$ cat src/rtl/amul_dot_acc.sv
// Dot-product accumulator built on an approximate 8x8 multiplier.
// Accumulates both the approximate products and the exact-minus-approximate error per result.
module amul_dot_acc #(
  parameter int unsigned LEN = 16
) (
  input  logic        clk,
  input  logic        rst_n,
  input  logic        clr,
  input  logic        in_valid,
  output logic        in_ready,
  input  logic [7:0]  x,
  input  logic [7:0]  y,
  output logic        out_valid,
  input  logic        out_ready,
  output logic [23:0] out_sum,
  output logic [23:0] out_err
);

  typedef enum logic [1:0] {StAcc, StDrain, StDone} state_e;

  state_e state_q, state_d;

  logic [7:0]  cnt_q;
  logic        s1_valid_q, s1_last_q;
  logic [15:0] s1_approx_q;
  logic [23:0] s1_err_q;
  logic [23:0] acc_sum_q, acc_err_q;

  logic        hs, last;
  logic [15:0] p1, p2, approx, exact;
  logic [23:0] term_err;

  assign hs   = in_valid & in_ready;
  assign last = (cnt_q == 8'(LEN - 1));

  // Truncated partial-product array: rows 0 and 1 are replaced by two sparse correction terms.
  always_comb begin
    p1     = '0;
    p1[7]  = (y[6] & x[0]) | (y[5] & x[1]);
    p1[8]  = (y[7] & x[0]) & (y[6] & x[1]);
    p2     = '0;
    p2[7]  = (y[7] & x[0]) | (y[6] & x[1]);
    p2[8]  = y[7] & x[1];
    approx = ((16'(y) * 16'(x[7:2])) << 2) + p1 + p2;
    exact  = 16'(y) * 16'(x);
    term_err = 24'(exact) - 24'(approx);
  end

  always_ff @(posedge clk or negedge rst_n) begin
    if (!rst_n) begin
      state_q <= StAcc;
    end else begin
      state_q <= state_d;
    end
  end

  always_comb begin
    state_d = state_q;
    unique case (state_q)
      StAcc:   if (hs && last) state_d = StDrain;
      StDrain: state_d = StDone;
      StDone:  if (out_ready) state_d = StAcc;
      default: state_d = StAcc;
    endcase
    if (clr) state_d = StAcc;
  end

  always_comb begin
    in_ready  = (state_q == StAcc);
    out_valid = (state_q == StDone);
  end

  always_ff @(posedge clk or negedge rst_n) begin
    if (!rst_n) begin
      cnt_q       <= '0;
      s1_valid_q  <= 1'b0;
      s1_last_q   <= 1'b0;
      s1_approx_q <= '0;
      s1_err_q    <= '0;
      acc_sum_q   <= '0;
      acc_err_q   <= '0;
      out_sum     <= '0;
      out_err     <= '0;
    end else if (clr) begin
      cnt_q       <= '0;
      s1_valid_q  <= 1'b0;
      s1_last_q   <= 1'b0;
      s1_approx_q <= '0;
      s1_err_q    <= '0;
      acc_sum_q   <= '0;
      acc_err_q   <= '0;
      out_sum     <= '0;
      out_err     <= '0;
    end else begin
      s1_valid_q <= hs;
      if (hs) begin
        cnt_q       <= last ? 8'd0 : cnt_q + 8'd1;
        s1_approx_q <= approx;
        s1_err_q    <= term_err;
        s1_last_q   <= last;
      end
      if (s1_valid_q) begin
        acc_sum_q <= acc_sum_q + 24'(s1_approx_q);
        acc_err_q <= acc_err_q + s1_err_q;
      end else if (state_q == StDone && out_ready) begin
        acc_sum_q <= '0;
        acc_err_q <= '0;
      end
      // Final term bypasses the accumulator so the result is ready on entry to DONE.
      if (s1_valid_q && s1_last_q) begin
        out_sum <= acc_sum_q + 24'(s1_approx_q);
        out_err <= acc_err_q + s1_err_q;
      end
    end
  end

endmodule

$ cat config.mk
export PLATFORM = sky130hd
export DESIGN_NAME = amul_dot_acc
export DESIGN_NICKNAME = d
export VERILOG_FILES = /design/src/rtl/amul_dot_acc.sv
export SDC_FILE = /design/constraint.sdc
export NUM_CORES = 1
export LEC_CHECK = 0
export CORE_UTILIZATION = 45
export CTS_CLUSTER_DIAMETER = 80
export DETAILED_ROUTE_END_ITERATION = 10
export PLACE_DENSITY_LB_ADDON = 0.3
export SYNTH_ARGS = -nofsm -noshare
export SYNTH_HDL_FRONTEND = slang
export SYNTH_SLANG_ARGS = --single-unit
$ cat constraint.sdc
create_clock -name clk -period 3.2 [get_ports clk]
set_input_delay 0.48 -clock clk [delete_from_list [all_inputs] [get_ports clk]]
set_output_delay 0.48 -clock clk [all_outputs]
set_load 0.005 [all_outputs]
Word-level counts from Yosys, hierarchy flattened
Cells that the tools add are included.
{"block": "word_totals", "register_bits": 148, "inputBits": 21, "out_inout_bits": 50, "wordCells": 63}
{"block": "op_classes", "addsub": 6, "n_mul": 2, "eq_ne": 5, "muxes": 23, "bitwise_logic": 9, "reduce_logical": 8}
{"op": "$mux 24", "n": 11}
{"op": "$add 16x9->16", "n": 2}
{"op": "$mux 16", "n": 2}
{"op": "$add 24x16->24", "n": 1}
{"op": "$add 24x24->24", "n": 1}
{"op": "$mux 8", "n": 3}
{"op": "$sub 16x16->17", "n": 1}
{"op": "$mul 8x8->16", "n": 1}
{"op": "$mul 8x6->14", "n": 1}
{"op": "$add 8x1->8 const B", "n": 1}
{"op": "$eq 8x4->1 const B", "n": 1}
{"op": "$and 1x1->1", "n": 7}
{"op": "$mux 2", "n": 3}
{"op": "$ne 3x2->1 const B", "n": 2}
{"op": "$pmux 2 s3", "n": 1}
{"op": "$reduce_bool 2->1", "n": 2}
{"op": "$logic_and 1x1->1", "n": 3}
{"op": "$mux 1", "n": 3}
{"op": "$reduce_bool 3->1", "n": 1}
{"op": "$eq 2x1->1 const B", "n": 1}
{"op": "$eq 2x2->1 const B", "n": 1}
{"op": "$logic_not 2->1", "n": 1}
{"op": "$or 1x1->1", "n": 2}
{"op": "$reduce_and 2->1", "n": 1}

Depth between registers and ports, before layout
{"block": "depth", "ltp_word": 7, "mapped_depth": 30, "depth_no_buf": 30}

Worst setup path after synthesis
No wires, ideal clock.
{"block": "synth_timing", "path_kind": "input to register", "from": "input y[0]", "to": "register s1_err_q[15]", "setup_time_ns": 0.136, "arrival_time_ns": 7.747, "required_time_ns": 3.064, "setup_slack_ns": -4.683, "stages": 28, "n_path_buf": 0, "path_cell_list": "nand2_1 -> fa_1 -> fa_1 -> fa_1 -> inv_1 -> ha_1 -> nor2b_1 -> nor2_1 -> xnor2_1 -> fa_1 -> ha_1 -> fa_1 -> xor2_1 -> fa_1 -> inv_1 -> fa_1 -> inv_1 -> fa_1 -> inv_1 -> fa_1 -> inv_1 -> ha_1 -> or2_2 -> a211oi_1 -> o31ai_1 -> or3_1 -> nand3_1 -> a21oi_1"}
{"block": "synth_between", "elab_chain_len": 6, "elab_cells_between_ends": 7, "classes_between": "3 x add/sub; 2 x mul; 2 x mux"}
{"item": "start, declared", "line": "12", "source": "input logic [7:0] y,"}
{"item": "$mul 8x6->14", "line": "44", "source": "approx = ((16'(y) * 16'(x[7:2])) << 2) + p1 + p2;"}
{"item": "$add 16x9->16 (2 in series)", "line": "44"}
{"item": "$sub 16x16->17 *", "line": "46", "source": "term_err = 24'(exact) - 24'(approx);"}
{"item": "$mux 24 *", "line": "96", "source": "if (hs) begin"}
{"item": "$mux 24 *", "line": "84", "source": "end else if (clr) begin"}
{"item": "end signal, assigned", "line": "99", "source": "s1_err_q <= term_err;"}
{"item": "end, declared", "line": "26", "source": "logic [23:0] s1_err_q;"}
Mark *: on every way between the ends. The rest lies on a longest branch, timed or not. The select of a mux whose other input is x is not followed.
A chain may end at the register's enable or synchronous reset.

Worst setup path after layout
{"block": "layout_timing", "from": "input y[6]", "to": "register s1_err_q[15]"}
{"block": "layout_between", "elab_chain_len": 7, "elab_cells_between_ends": 12, "classes_between": "3 x add/sub; 2 x mul; 2 x mux; 5 x bitwise"}
{"item": "parallel branches: the longest is 4 deep, another holds $add 16x9->16"}
{"item": "$sub 16x16->17 *", "line": "46"}
{"item": "$mux 24 *", "line": "96"}
{"item": "$mux 24 *", "line": "84"}
Mark *: on every way between the ends. The select of a mux whose other input is x is not followed.

==> results.toml <==
[outcome]
status = "finished with violations"
violations = "setup timing"

[routing]
firstDrtPassIters = 5
ant_nets = 0
vias = 9555
routed_wl_mm = 28.2
vias_per_cell = 5.39
drt_iter0_drc = 552
route.detailed.drc = 0
wl_per_cell_um = 15.9

[run]
timing.max_cap.violations = 0

[grt]
grt_usage_pct = 23.1
grt_pass1_vias = 9619
grt_max_degree = 76
grt_pass1_wl_mm = 47.5
overflow = 0
antenna_found_initial = 0

[floorplan]
die_w_um = 159
core_um2 = 24300
die_y_um = 159
ios = 71
start_util_pct = 45.9
dieArea_um2 = 25400
num_rows = 57

[timing]
hold_viol = 0
setup_violations = 21
worst_slack_ns = -3.92
layout_min_cycle_time_ns = 7.12
timing.fmax_mhz = 140
maxSlewHeadroom_pct = 40.1
finalClockSkew_ns = 0.0103
drv_slew = 0
fin_crit_sh_pct = 222
tightest_slew_ns = 0.894
rsz0062_at_grt = "true"
finalSetupTns_ns = -47.39

[synth]
async_reset_ff_share_pct = 100
synth_nets = 1428
synth-edff-count = 0
synth_top_area_share_pct = 30.5
synth-seq-cells = 136
ys_warn_count = 0
synth.avg_cell_area_um2 = 9.07
synth_cell_type_count = 65
synth_area_leader_cell = "dfrtp_1"
ys_seq_area_share_pct = 30.5
syn_inst = 1230
synthFlopType = "dfrtp_1"
syn-cell-area_um2 = 11200
synth_area_leaders = "dfrtp_1 (31%), fa_1 (14%), ha_1 (11%)"

[clocking]
cts_root_buf = "clkbuf_16"
clkSinkCount = 136
cts-buffers-inserted = 17
postCtsHoldBufs = 0
cts_tree = "done"
cts.clk_slew.worst_paths_ns = 0.06
cts.path.max_buffers = 2
clock_latency_ns = 0.42
cts_max_level = 4

[final_layout]
design_area_um2 = 14600
drive_gt1_share_pct = 22.1
seq_area_um2 = 3400
finalNonFillerCells = 1774
final_common_cell = "nand2_1"
syn2layout_area_growth_pct = 30.9
final_cell_mix = "nand2_1 (156), buf_4 (154), dfrtp_1 (136)"
multiInputGateArea_um2 = 7750
fin_nets = 1635
nFillCells = 2025
postLayoutCoreUtil_pct = 60.1
diodes = 0

[pwr]
pwr_density_cell_nw_per_um2 = 1250
power_mw = 18.3
ir_worst_vdd_v = 0.00188
p_leak_nw = 7.08

[place]
hpwl_mm = 21.4
placed_cells = 1728
place.port_buffers = 70
gp_congestion = 0.916
placed_area_um2 = 13400

[worst_setup_path]
worstPathArrival_ns = 7.39
required_ns = 3.47
reg2reg_from = "s1_approx_q[2]"
path_max_fanout = 3
r2r_end = "out_sum[20]"
cp.depth = 26
critPathBufInv = 6
crit_top_cell = "fa_1"
r2r_cells = 10
r2r_slack_ns = 0.18
cp_top_family = "adder cells"
critPathLaunchType = "primary input"
crit_path_end_kind = "register"
worstSetupPathType = "in2reg"
slowest_stage = "fa_2"
slowest_delay_ns = 0.55

[min_path]
holdCritPathClass = "in2async"
==> cell usage after synthesis, types with 2 or more instances <==
master    instances
a21oi_1         107
a31oi_1          11
nand3_1          20
inv_1           134
buf_1             3
nand2_1         164
buf_4             3
a32o_1            2
o31a_1            2
clkbuf_1         37
nor3_1           23
and4_1            4
a221o_1           2
a21o_1           24
o21ai_0          37
a21boi_1          3
a211oi_1         10
or3_1             9
a311oi_1          3
or4_1             2
o22ai_1           5
and2_1           42
xor2_1           21
nor4_1            8
nor2_1           62
nand2b_1          7
dfrtp_1         136
a22o_1           31
o21a_1            5
or2_2             2
nor3b_1           3
and3_1           15
nor2b_1          12
o21bai_1         10
fa_1             78
o31ai_1           7
nand4_1          10
a211o_1           4
a32oi_1           3
o21ai_1           7
a221oi_1          3
ha_1             99
xnor2_1          38
==> state kept, by name, indices dropped and copies added (netlist names) <==
register,count
acc_err_q,24
out_sum,23
cnt_q,8
s1_approx_q,14
s1_err_q,17
s1_last_q,1
state_q,2
out_err,24
s1_valid_q,1
acc_sum_q,22
==> per-stage QoR <==
step                      worst slack, ns  hold slack, ns
after floorplan                     -4.07           0.184
after global placement              -4.87           0.461
after detailed placement            -5.02           0.462
after CTS                           -4.04          0.0903
after global routing                -4.16           0.115
final                               -3.92          0.0520
==> power breakdown <==
part	internal, mW	total, mW	switching (mW)
combinational	7.38	14.4	6.98
clock	1.19	1.94	0.749
sequential	1.89	2.02	0.129
total	10.5	18.3	7.86
==> kinds of logic after synthesis <==
family	share of synthesized area, %
adders and majority gates	25.1
AOI/OAI and AO/OA	17.0
muxes	0.0897
buffers and inverters	6.20
xor gates and xnor gates	4.63
and+or+nand+nor	16.5
DFF	30.5
==> routing by layer <==
layer / up-vias / wire length, µm / track usage (%)
met3: 48 / 1040 / 3.18
met2: 207 / 14000 / 39.8
li1: 4614 / - / -
met1: 4686 / 12500 / 30.2
met4: 0 / 625 / 7.17
met5: - / 0 / 0
==> worst register-to-register path, stage by stage, from the launching register on <==
cell and delay [ns]:
dfrtp_1 0.40, ha_1 0.25, fa_1 0.41, a21o_1 0.18, a21oi_1 0.26, nor3_1 0.12, o41ai_2 0.45, a31oi_4 0.26
and3_1 0.28, xnor2_1 0.17, a21oi_1 0.10
==> worst max-delay path by stage <==
stage          from            to  slack (ns)
2_1_floorplan  y[2]  s1_err_q[15]       -4.07
3_3_place_gp   y[5]  s1_err_q[15]       -4.87
3_5_place_dp   y[5]  s1_err_q[15]       -5.02
4_1_cts        y[2]  s1_err_q[15]       -4.04
5_1_grt        x[5]  s1_err_q[13]       -4.16
6_report       y[6]  s1_err_q[15]       -3.92
==> cell type report <==
type / count / share of cell area, %
Clock buffer: 22 / 3.18
Clock inverter: 10 / 0.814
Inverter: 134 / 3.44
Multi-Input combinational cell: 915 / 53.1
Sequential cell: 136 / 23.3
Tap cell: 324 / 2.78
Timing Repair Buffer: 233 / 13.4
==> timing repair <==
item	in CTS	in global routing
endpoints found under the setup margin	23	23
buffers inserted	7	9
gates resized for setup	119	43
pin swaps	49	43
No activity file was read; power rests on OpenSTA's default activity.
